$ cat config.mk
export PLATFORM = sky130hd
export DESIGN_NAME = irq_request_latch_4
export DESIGN_NICKNAME = d
export VERILOG_FILES = /design/src/rtl/irq_pkg.sv /design/src/rtl/irq_sync_edge.sv /design/src/rtl/irq_request_latch_4.sv
export SDC_FILE = /design/constraint.sdc
export NUM_CORES = 1
export LEC_CHECK = 0
export ABC_AREA = 1
export CAP_MARGIN = 30
export CELL_PAD_IN_SITES_DETAIL_PLACEMENT = 1
export CELL_PAD_IN_SITES_GLOBAL_PLACEMENT = 1
export CORE_ASPECT_RATIO = 2
export CORE_MARGIN = 2
export CORE_UTILIZATION = 31
export CTS_CLUSTER_SIZE = 20
export DETAILED_ROUTE_END_ITERATION = 7
export PLACE_DENSITY_LB_ADDON = 0.1
export SETUP_SLACK_MARGIN = 0.5
export SKIP_CTS_REPAIR_TIMING = 1
export SLEW_MARGIN = 20
export SYNTH_ARGS = -nofsm -noshare
export SYNTH_HDL_FRONTEND = slang
export SYNTH_SLANG_ARGS = --single-unit
$ cat constraint.sdc
create_clock -name clk -period 1.1 [get_ports clk]
set_clock_uncertainty 0.15 [all_clocks]
set_input_delay 0.22 -clock clk [delete_from_list [all_inputs] [get_ports clk]]
set_output_delay 0.22 -clock clk [all_outputs]
set_load 0.02 [all_outputs]
$ cat src/rtl/irq_pkg.sv
// Shared definitions for the four-line interrupt request front end.
// Holds the line count, the id width and the handshake FSM state type.
package irq_pkg;

  // Number of request lines handled by the front end.
  localparam int NUM_LINES = 4;

  // Width of the presented line index.
  localparam int ID_W = 2;

  // Handshake states:
  //   IDLE   - looking for an eligible pending line
  //   ASSERT - irq held high with a frozen irq_id until ack
  //   GAP    - one quiet cycle so the retired pending bit settles
  typedef enum logic [1:0] {
    IDLE   = 2'd0,
    ASSERT = 2'd1,
    GAP    = 2'd2
  } irq_state_t;

endpackage

$ cat src/rtl/irq_sync_edge.sv
// Per-line flop synchroniser followed by a rising-edge detector.
// 'level' is the last synchroniser stage; 'rise' is high for exactly one
// clock when 'level' goes from 0 to 1.
module irq_sync_edge #(
  parameter int SYNC_STAGES = 2,
  parameter int WIDTH       = 4
) (
  input  logic             clk,
  input  logic             rst,
  input  logic [WIDTH-1:0] async_in,
  output logic [WIDTH-1:0] level,
  output logic [WIDTH-1:0] rise
);

  genvar gi;
  generate
    for (gi = 0; gi < WIDTH; gi++) begin : g_line
      logic [SYNC_STAGES-1:0] chain_q;
      logic                   prev_q;

      // Shift the raw line through the synchroniser and keep the previous
      // synchronised level for edge detection.
      always_ff @(posedge clk or posedge rst) begin
        if (rst) begin
          chain_q <= '0;
          prev_q  <= 1'b0;
        end else begin
          chain_q <= (chain_q << 1) | SYNC_STAGES'(async_in[gi]);
          prev_q  <= chain_q[SYNC_STAGES-1];
        end
      end

      assign level[gi] = chain_q[SYNC_STAGES-1];
      assign rise[gi]  = chain_q[SYNC_STAGES-1] & ~prev_q;
    end
  endgenerate

endmodule

$ cat src/rtl/irq_request_latch_4.sv
// Four-line interrupt request latch with irq/ack handshake.
// Raw requests are synchronised, rising edges are captured into a sticky
// pending vector (which also feeds the downstream priority encoder), and the
// highest-priority unmasked pending line is presented on irq/irq_id until
// acknowledged. Bit 3 has the highest priority.
// Optional build macro IRQ_LEVEL_EN switches capture to level-sensitive mode:
// pending follows the synchronised level, ack does not clear it and the
// overrun flags are tied low.
module irq_request_latch_4
  import irq_pkg::*;
#(
  parameter int SYNC_STAGES = 2
) (
  input  logic                 clk,
  input  logic                 rst,
  input  logic [NUM_LINES-1:0] req_lines,
  input  logic [NUM_LINES-1:0] mask_lines,
  input  logic                 ack,
  input  logic                 clr_overrun,
  output logic [NUM_LINES-1:0] pending_lines,
  output logic                 irq,
  output logic [ID_W-1:0]      irq_id,
  output logic [NUM_LINES-1:0] overrun_lines
);

  // Index of the highest set bit; 0 when the vector is empty (callers only
  // use the result when at least one bit is set).
  function automatic logic [ID_W-1:0] pick_highest(input logic [NUM_LINES-1:0] v);
    logic [ID_W-1:0] idx;
    idx = '0;
    for (int i = 0; i < NUM_LINES; i++) begin
      if (v[i]) idx = ID_W'(i);
    end
    return idx;
  endfunction

  logic [NUM_LINES-1:0] sync_level;
  logic [NUM_LINES-1:0] sync_rise;
  logic [NUM_LINES-1:0] pending_q;
  logic [NUM_LINES-1:0] pending_d;
  logic [NUM_LINES-1:0] retire_vec;
  logic [NUM_LINES-1:0] elig;
  irq_state_t           state_q;
  irq_state_t           state_d;
  logic [ID_W-1:0]      irq_id_q;
  logic [ID_W-1:0]      irq_id_d;

  irq_sync_edge #(
    .SYNC_STAGES (SYNC_STAGES),
    .WIDTH       (NUM_LINES)
  ) u_sync_edge (
    .clk      (clk),
    .rst      (rst),
    .async_in (req_lines),
    .level    (sync_level),
    .rise     (sync_rise)
  );

  // Lines that may be picked for presentation. Masked lines still capture.
  assign elig = pending_q & ~mask_lines;

  // One-hot retire strobe: the presented line being acknowledged this clock.
  genvar gi;
  generate
    for (gi = 0; gi < NUM_LINES; gi++) begin : g_retire
      assign retire_vec[gi] = (state_q == ASSERT) && ack && (irq_id_q == ID_W'(gi));
    end
  endgenerate

`ifdef IRQ_LEVEL_EN
  // Level mode: pending mirrors the synchronised level, one clock later.
  // The edge and retire strobes play no part here.
  generate
    for (gi = 0; gi < NUM_LINES; gi++) begin : g_pend_lvl
      assign pending_d[gi] = sync_level[gi];
    end
  endgenerate

  assign overrun_lines = '0;
`else
  logic [NUM_LINES-1:0] overrun_q;
  logic [NUM_LINES-1:0] overrun_d;
  logic [NUM_LINES-1:0] new_overrun;

  // Edge mode: a new edge sets pending and beats a same-cycle retire, so an
  // event arriving exactly at acknowledge time is kept. An edge on a line
  // that stays pending is an overrun, which also beats clr_overrun.
  generate
    for (gi = 0; gi < NUM_LINES; gi++) begin : g_pend_edge
      assign new_overrun[gi] = sync_rise[gi] & pending_q[gi] & ~retire_vec[gi];
      assign pending_d[gi]   = sync_rise[gi] | (pending_q[gi] & ~retire_vec[gi]);
      assign overrun_d[gi]   = new_overrun[gi] | (overrun_q[gi] & ~clr_overrun);
    end
  endgenerate

  // Sticky overrun flags.
  always_ff @(posedge clk or posedge rst) begin
    if (rst) begin
      overrun_q <= '0;
    end else begin
      overrun_q <= overrun_d;
    end
  end

  assign overrun_lines = overrun_q;
`endif

  // Pending vector register.
  always_ff @(posedge clk or posedge rst) begin
    if (rst) begin
      pending_q <= '0;
    end else begin
      pending_q <= pending_d;
    end
  end

  // FSM state and presented-id registers.
  always_ff @(posedge clk or posedge rst) begin
    if (rst) begin
      state_q  <= IDLE;
      irq_id_q <= '0;
    end else begin
      state_q  <= state_d;
      irq_id_q <= irq_id_d;
    end
  end

  // Next-state logic. The id is latched only on entry to ASSERT, so a
  // higher-priority arrival or a mask change never alters a live request.
  always_comb begin
    state_d  = state_q;
    irq_id_d = irq_id_q;
    unique case (state_q)
      IDLE: begin
        if (elig != '0) begin
          state_d  = ASSERT;
          irq_id_d = pick_highest(elig);
        end
      end
      ASSERT: begin
        if (ack) begin
          state_d = GAP;
        end
      end
      GAP: begin
        state_d = IDLE;
      end
      default: begin
        state_d = IDLE;
      end
    endcase
  end

  // Output decode: irq is high exactly while a request is being presented.
  always_comb begin
    irq = (state_q == ASSERT);
  end

  assign irq_id        = irq_id_q;
  assign pending_lines = pending_q;

endmodule
Yosys cells after proc, flatten, opt, wreduce, memory -nomap -nowiden
Index checks and enable logic that the tools add are counted.

Input bits: 12. Flip-flop bits (word level): 24. Word-level logic and storage cells: 77.

Bitwise operators: 43. Reductions and logical operators: 10. Equality and inequality tests: 6. Multiplexer cells: 6.

Operator list (count): $and A1 B1 Y1 (20); $not A1 Y1 (9); $mux W2 (4); $or A1 B1 Y1 (8); $or A2 B1 Y2 (4); $logic_and A1 B1 Y1 (5); $and A4 B4 Y4 (1); $eq A2 B1 Y1 const B (2); $eq A2 B2 Y1 const B (2); $logic_not A2 Y1 (2); $ne A2 B2 Y1 const B (2); $not A4 Y4 (1); $pmux W2 S2 (1); $reduce_and A2 Y1 (2); $reduce_bool A4 Y1 (1); $mux W1 (1).

Longest topological paths before layout
Gate-level depths: netlist of run 1.

Word-level depth: 6. Gate-level depth with buffers: 7.

Modules after synthesis
A second synthesis of run 1 with hierarchy kept.

Cell total of the unflattened synthesis: 104. Area, all modules: 947.2 um^2.

By module, submodules not included: irq_request_latch_4 (instances 1, sequential area each 300.3 um^2, cells each 79, area each 573.0 um^2); irq_sync_edge (instances 1, sequential area each 300.3 um^2, cells each 25, area each 374.1 um^2).

Worst setup path after synthesis of run 1
Ideal clock, no wire load.

Path type: register -> register. From: register pending_q[2], in the netlist pending_lines[2]. To: register irq_id_q[0], in the netlist irq_id[0]. Buffers on the path: 0. Required time: 833 ps. Setup time: 117 ps. Period minus slack after synthesis: 1110 ps. Arrival time: 843 ps. Path slack: -10 ps. Cell stages (with the launch flop): 7. Cells stage by stage: dfrtp_1 nand2_1 nand2_1 nand2_1 nand2_1 nand2_1 nand2_1.

Word-level cells in the longest chain between the ends: 3. Elaborated cells between the ends (all ways): 5. Classes of those cells: mux (2); bitwise (1); reduce/logical (2).

Ends and longest elaborated chain: from (decl) (RTL line irq_request_latch_4.sv:39) `logic [NUM_LINES-1:0] pending_q;`; from (signal assigned) (RTL line irq_request_latch_4.sv:113) `pending_q <= pending_d;`; $and A4 B4 Y4 (*) (RTL line irq_request_latch_4.sv:60) `assign elig = pending_q & ~mask_lines;`; $reduce_bool A4 Y1 or $mux W2 (tied branches) (RTL line irq_request_latch_4.sv:135, irq_request_latch_4.sv:32); $reduce_and A2 Y1 (no source line) or $mux W2 (tied branches); to (signal assigned) (RTL line irq_request_latch_4.sv:124) `irq_id_q <= irq_id_d;`; to (decl) (RTL line irq_request_latch_4.sv:45) `logic [ID_W-1:0] irq_id_q;`.

Every way passes the cells marked *; elsewhere a longest branch is shown, timed or not. A chain may end at the register's enable or synchronous reset.

Final worst setup path of run 1
From: register state_q[1]. To: output port irq.

Word-level cells in the longest chain between the ends: 1.

Ends and longest elaborated chain: from (decl) (RTL line irq_request_latch_4.sv:43) `irq_state_t state_q;`; from (signal assigned) (RTL line irq_request_latch_4.sv:123) `state_q <= state_d;`; $eq A2 B1 Y1 (RTL line irq_request_latch_4.sv:156) `irq = (state_q == ASSERT);`; to (decl) (RTL line irq_request_latch_4.sv:21) `output logic irq,`.

No other way between the ends.

==> results of run 1 <==
## logic make-up (layout without fill, tap and decap cells)
kind of cell	Yosys count	count (layout)
compound gates	1	1
simple gates	51	51
buf+inv	19	57
flops	24	24
## Yosys cell counts (all sizes together)
cell	number	share of area, %
nand3	6	3.4
o211ai	1	0.85
nor2	6	3.4
inv	19	8.0
nand2	39	17
dfrtp	24	68
## report_power, final
part	switching [mW]	internal (mW)	total (mW)	leakage (nW)
registers	0.129	1.10	1.23	0.268
clock network	0.257	0.258	0.516	0.0228
logic	0.736	0.700	1.44	0.487
total	1.12	2.06	3.18	0.778
## state kept, by name, summed over array words and instances, names as in the netlist
name	flops
irq_id	2
overrun_lines	4
pending_lines	4
state_q	2
u_sync_edge.g_line.chain_q	8
u_sync_edge.g_line.prev_q	4
## metrics by stage
| stage | instance area [µm²] | hold slack (ps) | total power [mW] |
|---|---|---|---|
| 6_report | 1390 | -104 | 3.18 |
| 3_5_place_dp | 1240 | 187 | 2.57 |
| 2_1_floorplan | 908 | -52.4 | 1.87 |
| 5_1_grt | 1390 | -106 | 3.43 |
| 3_3_place_gp | 1240 | 183 | 2.52 |
| 4_1_cts | 1290 | 168 | 3.10 |
## metal layers
layer	vias up	global-route usage [%]	share of wire (%)
met3	2	2.49	3.7
met5	-	0	0
met2	15	23.9	59
met4	0	6.77	0.98
met1	340	13.2	36
li1	349	-	-
## tightest hold or removal path, cell delays in order
cell                             delay [ps]
sky130_fd_sc_hd__dlymetal6s2s_1         140
sky130_fd_sc_hd__clkinvlp_4             140
sky130_fd_sc_hd__buf_12                 130
## area by class of cell
cell class	count	area (µm²)	share of cell area, %
multi-input cells	52	234	16.9
clock buffers	4	45.0	3.25
well taps	29	36.3	2.62
inverters	19	75.1	5.42
repair buffers	34	384	27.7
flip-flops and latches	24	612	44.1
## cells in the final DEF (no fill, tap or decap), types with 6 or more instances in the layout
cell,count
sky130_fd_sc_hd__dfrtp_1,15
sky130_fd_sc_hd__inv_1,17
sky130_fd_sc_hd__buf_4,9
sky130_fd_sc_hd__nand2_2,6
sky130_fd_sc_hd__dfrtp_2,9
sky130_fd_sc_hd__nand2_1,33
sky130_fd_sc_hd__buf_6,11
sky130_fd_sc_hd__clkdlybuf4s50_1,6
## how the worst min path moves through the flow
stage,startpoint,end,slack [ps],cells after the start
after floorplan,rst,irq_id[0],-50,1
after global placement,u_sync_edge.g_line[1].chain_q[0],u_sync_edge.g_line[1].chain_q[1],180,0
after detailed placement,u_sync_edge.g_line[3].chain_q[0],u_sync_edge.g_line[3].chain_q[1],190,0
after CTS,rst,overrun_lines[2],170,3
after global routing,rst,pending_lines[2],-110,3
final,rst,pending_lines[2],-100,3
==> out/metrics.csv, run 1 <==
metric;value;unit
violations in the final reports;hold timing, setup timing;
Power Density;2290;mW/mm²
die height;79.7;µm
Highest Clock Rate;768;MHz
Top Family by Delay on Critical Path;flip-flops;
DRC;0;
leftover overflow at the end of global routing;0;
number of detailed-route iterations in the first pass;2;
most frequent CP cell;sky130_fd_sc_hd__inv_1;
number of nets with antenna violations after detailed routing;0;
CP Depth;4;
number of diodes;0;
Critical R2R Launch;state_q[1];
Final setup violation count;23;
Post-Layout Cell Count;162;
cell type of the slowest stage on the worst timing path;sky130_fd_sc_hd__dfrtp_1;
Critical Path RT;730;ps
GP Congestion;0.743;
element type at the critical path end;output pin;
effective utilization at floorplan;32.5;%
initial antenna violation count;0;
timing endpoint of the critical path;irq;
part of the Yosys area used for sequential elements;67.6;%
path depth of the worst reg2reg path;7;
average instance area after synthesis;9.35;µm²
post-synthesis share of cell area spent on xor and xnor gates;0;%
cell count after placement;155;
Synth Area in Simple Gates;23.5;%
DR vias;706;
number of buffers added by the clock tree synthesis step;3;
RSZ-0062 raised after global routing;true;
static leakage;0.778;nW
num rows;27;
via count of the first global-routing pass;774;
run status;finished, violations left;
number of library cell types mapped by synthesis;9;
Worst setup startpoint;state_q[1];
setup ws final;-202;ps
final worst hold slack;-104;ps
Clock Path Buffers;2;
average wire per standard cell;12.6;µm
CP max FO;2;
final hold violation count;28;
worst path arrival time;930;ps
nets;146;
nets in the synthesized netlist;107;
number of H-tree branching levels;1;
wire length of the first global-routing pass;3.24;mm
buffering stage count on the worst path with inverters included;3;
post-synthesis register bit count;24;
fraction of synthesized area in multiplexers;0;%
worst reg2reg path endpoint;overrun_lines[3];
kind of start point of the critical path;register;
Max-slew headroom;83.1;%
Port Buffers;22;
TritonCTS Sinks;24;
Horiz. Die Dim;41.9;µm
critical path class;reg2out;
maximum number of pins on one net before global-route repair;25;
Ports;23;
critical path's largest stage delay;390;ps
Area growth, synth to finish;56.1;%
final count of pins violating max slew;0;
fillers;318;
CTS tree;built;
period utilisation layout;118;%
detailed-route wire length;2.04;mm
post-detailed-route via-to-cell ratio;4.36;
Yosys warning count;0;
combinational family with the most area after synthesis;simple AND/OR/NAND/NOR gates;
clock edge transition at the registers on the reported setup and hold paths;80;ps
crit-path cells;inv_1, nand2_2, inv_1, buf_6;
share of synthesized cell area in full adder, half adder and majority cells;0;%
library cell used as clock root buffer;sky130_fd_sc_hd__clkbuf_8;
actual slew at the worst max-slew pin;253;ps
core area;0.00274;mm²
mapped cell area;888;µm²
cell count after synthesis;95;
minimum setup slack among reg-to-reg paths;-190;ps
final cell utilization of the core;50.7;%
share of final-layout standard cells stronger than drive strength 1;33.8;%
1st-iter DRT viols;4;
fin crit period;1300;ps
HPWL after detailed placement;1.45;mm
complex-gate fraction of the synthesized area;0.845;%
Worst-Skew Late Latency;260;ps
type of the most critical hold path;in2async;
total track usage;12.9;%
Peak VDD IR;0.00130;V
Fin Setup TNS;-2350;ps
post-place setup slack;-393;ps
Die ar.;0.00334;mm²
maxcap violations;0;
No activity file was read; power rests on OpenSTA's default activity.
==> run 2: changes to the inputs <==
--- a/config.mk
+++ b/config.mk
@@ -10,7 +10,7 @@
 export CELL_PAD_IN_SITES_DETAIL_PLACEMENT = 1
 export CELL_PAD_IN_SITES_GLOBAL_PLACEMENT = 1
 export CORE_ASPECT_RATIO = 2
-export CORE_MARGIN = 2
+export CORE_MARGIN = 10
 export CORE_UTILIZATION = 31
 export CTS_CLUSTER_SIZE = 20
 export DETAILED_ROUTE_END_ITERATION = 7
==> out/metrics.csv, run 2 (same netlist as run 1, synthesis figures left out) <==
metric;value;unit
final cell utilization of the core;50.8;%
combined flip-flop and latch cell area;612;µm²
run status;finished, violations left;
Area growth, synth to finish;58.5;%
number of buffers added by the clock tree synthesis step;3;
CTS tree;built;
GP Congestion;0.719;
Biggest register;u_sync_edge.g_line.chain_q;
fillers;317;
total track usage;8.77;%
Top Family by Delay on Critical Path;flip-flops;
Post-Layout Cell Count;163;
Clock Path Buffers;2;
routed wl met3;84;µm
clock network power share;15.9;%
actual slew at the worst max-slew pin;203;ps
effective utilization at floorplan;32.1;%
Ports;23;
detailed-route wire length;2.43;mm
maximum number of pins on one net before global-route repair;25;
num rows;27;
number of detailed-route iterations in the first pass;2;
flip-flop count of the largest register, all copies and words added;8;
clock edge transition at the registers on the reported setup and hold paths;80;ps
maxcap violations;0;
nets;147;
number of nets with antenna violations after detailed routing;0;
crit-path cells;inv_2, nand2_2, inv_1, buf_6;
buffering stage count on the worst path with inverters included;3;
Final setup violation count;22;
area of the multi-input gates;244;µm²
Max-slew headroom;86.4;%
die height;95.7;µm
post-detailed-route via-to-cell ratio;4.52;
wire length of the first global-routing pass;3.78;mm
logic gate share of total power;46.5;%
static leakage;0.785;nW
share of final-layout standard cells stronger than drive strength 1;35.8;%
leftover overflow at the end of global routing;0;
critical path's largest stage delay;390;ps
element type at the critical path end;output pin;
setup ws final;-207;ps
Worst-Skew Late Latency;270;ps
internal power of the cells;2.09;mW
CP Depth;4;
initial antenna violation count;0;
wire length on met1;844;µm
net switching fraction of the power;36.5;%
Critical Path RT;730;ps
average wire per standard cell;14.9;µm
DR vias;737;
violations in the final reports;hold timing, setup timing;
period utilisation layout;119;%
Horiz. Die Dim;57.9;µm
path depth of the worst reg2reg path;7;
critical path class;reg2out;
Power Density;2330;mW/mm²
Die ar.;0.00554;mm²
cell count after placement;155;
kind of start point of the critical path;register;
Peak VDD IR;0.00151;V
final hold violation count;28;
CP max FO;2;
via count of the first global-routing pass;811;
share of power burned in registers;37.5;%
net switching power;1.20;mW
RSZ-0062 raised after global routing;true;
core area;0.00277;mm²
final count of pins violating max slew;0;
HPWL after detailed placement;1.77;mm
Port Buffers;22;
fin crit period;1310;ps
TritonCTS Sinks;24;
library cell used as clock root buffer;sky130_fd_sc_hd__clkbuf_8;
DRC;0;
type of the most critical hold path;in2async;
cell type of the slowest stage on the worst timing path;sky130_fd_sc_hd__dfrtp_1;
top layer used by detailed routing;met4;
Highest Clock Rate;765;MHz
commonest non-fill, non-tap cells in the layout;sky130_fd_sc_hd__nand2_1 (35), sky130_fd_sc_hd__inv_1 (16), sky130_fd_sc_hd__dfrtp_1 (15);
1st-iter DRT viols;11;
final worst hold slack;-110;ps
most common cell after layout, fill and taps aside;sky130_fd_sc_hd__nand2_1;
length of routed met2 wiring;1.45;mm
number of diodes;0;
worst path arrival time;940;ps
number of H-tree branching levels;1;
run 2: changes by cell type in the layout (fill, tap and decap cells not counted), sizes merged:
cell / change
buf: +1
run 2: power by group through the flow:
stage,clock network [mW],logic (mW),registers (mW)
floorplan,0,0.436,1.43
global placement,0,1.34,1.20
detailed placement,0,1.39,1.22
CTS,0.537,1.40,1.21
global route,0.577,1.68,1.27
finish,0.523,1.53,1.23
run 2: metal layers:
| metal | up-vias | global-route usage (%) |
|---|---|---|
| li1 | 355 | - |
| met1 | 361 | 7.90 |
| met2 | 17 | 16.7 |
| met3 | 4 | 2.11 |
| met4 | 0 | 5.31 |
| met5 | - | 0 |
run 2: worst register-to-register path, stage by stage, from the launching register on:
cell                      delay, ps
sky130_fd_sc_hd__dfrtp_1        390
sky130_fd_sc_hd__inv_2           60
sky130_fd_sc_hd__nand2_2         50
sky130_fd_sc_hd__buf_6          120
sky130_fd_sc_hd__nor2_4         170
sky130_fd_sc_hd__nand3_2        100
sky130_fd_sc_hd__nand2_1         80
sky130_fd_sc_hd__nand2_1         60
run 2: metrics by stage:
step           TNS, ps  worst slack [ps]  total power [mW]  instance area, µm²
3_3_place_gp     -5920              -363              2.54                1240
3_5_place_dp     -6460              -398              2.61                1240
4_1_cts          -7610              -693              3.14                1290
2_1_floorplan        0              47.4              1.87                 908
6_report         -2720              -207              3.29                1410
5_1_grt          -4110              -287              3.52                1410
run 2: worst paths after layout:
check	startpoint	end	slack [ps]
worst max-delay path	state_q[1]	irq	-210
worst min-delay path	rst	irq_id[1]	-110
worst max register to register	state_q[1]	overrun_lines[1]	-190
worst min register to register	u_sync_edge.g_line[1].chain_q[0]	u_sync_edge.g_line[1].chain_q[1]	210
max in group asynchronous	rst	u_sync_edge.g_line[1].prev_q	750
min in group clk	req_lines[3]	u_sync_edge.g_line[3].chain_q[0]	-80
run 2: area by class of cell:
class | count | area share (%)
Clock buffer | 4 | 3.20
Inverter | 19 | 5.33
Multi-Input combinational cell | 52 | 17.3
Sequential cell | 24 | 43.5
Tap cell | 29 | 2.58
Timing Repair Buffer | 35 | 28.1
==> run 3: changes to the inputs <==
--- a/config.mk
+++ b/config.mk
@@ -14,6 +14,7 @@
 export CORE_UTILIZATION = 31
 export CTS_CLUSTER_SIZE = 20
 export DETAILED_ROUTE_END_ITERATION = 7
+export HOLD_SLACK_MARGIN = 0.08
 export PLACE_DENSITY_LB_ADDON = 0.1
 export SETUP_SLACK_MARGIN = 0.5
 export SKIP_CTS_REPAIR_TIMING = 1
==> results of run 3 <==
Final layout, timing and power as in run 2 (identical DEF).
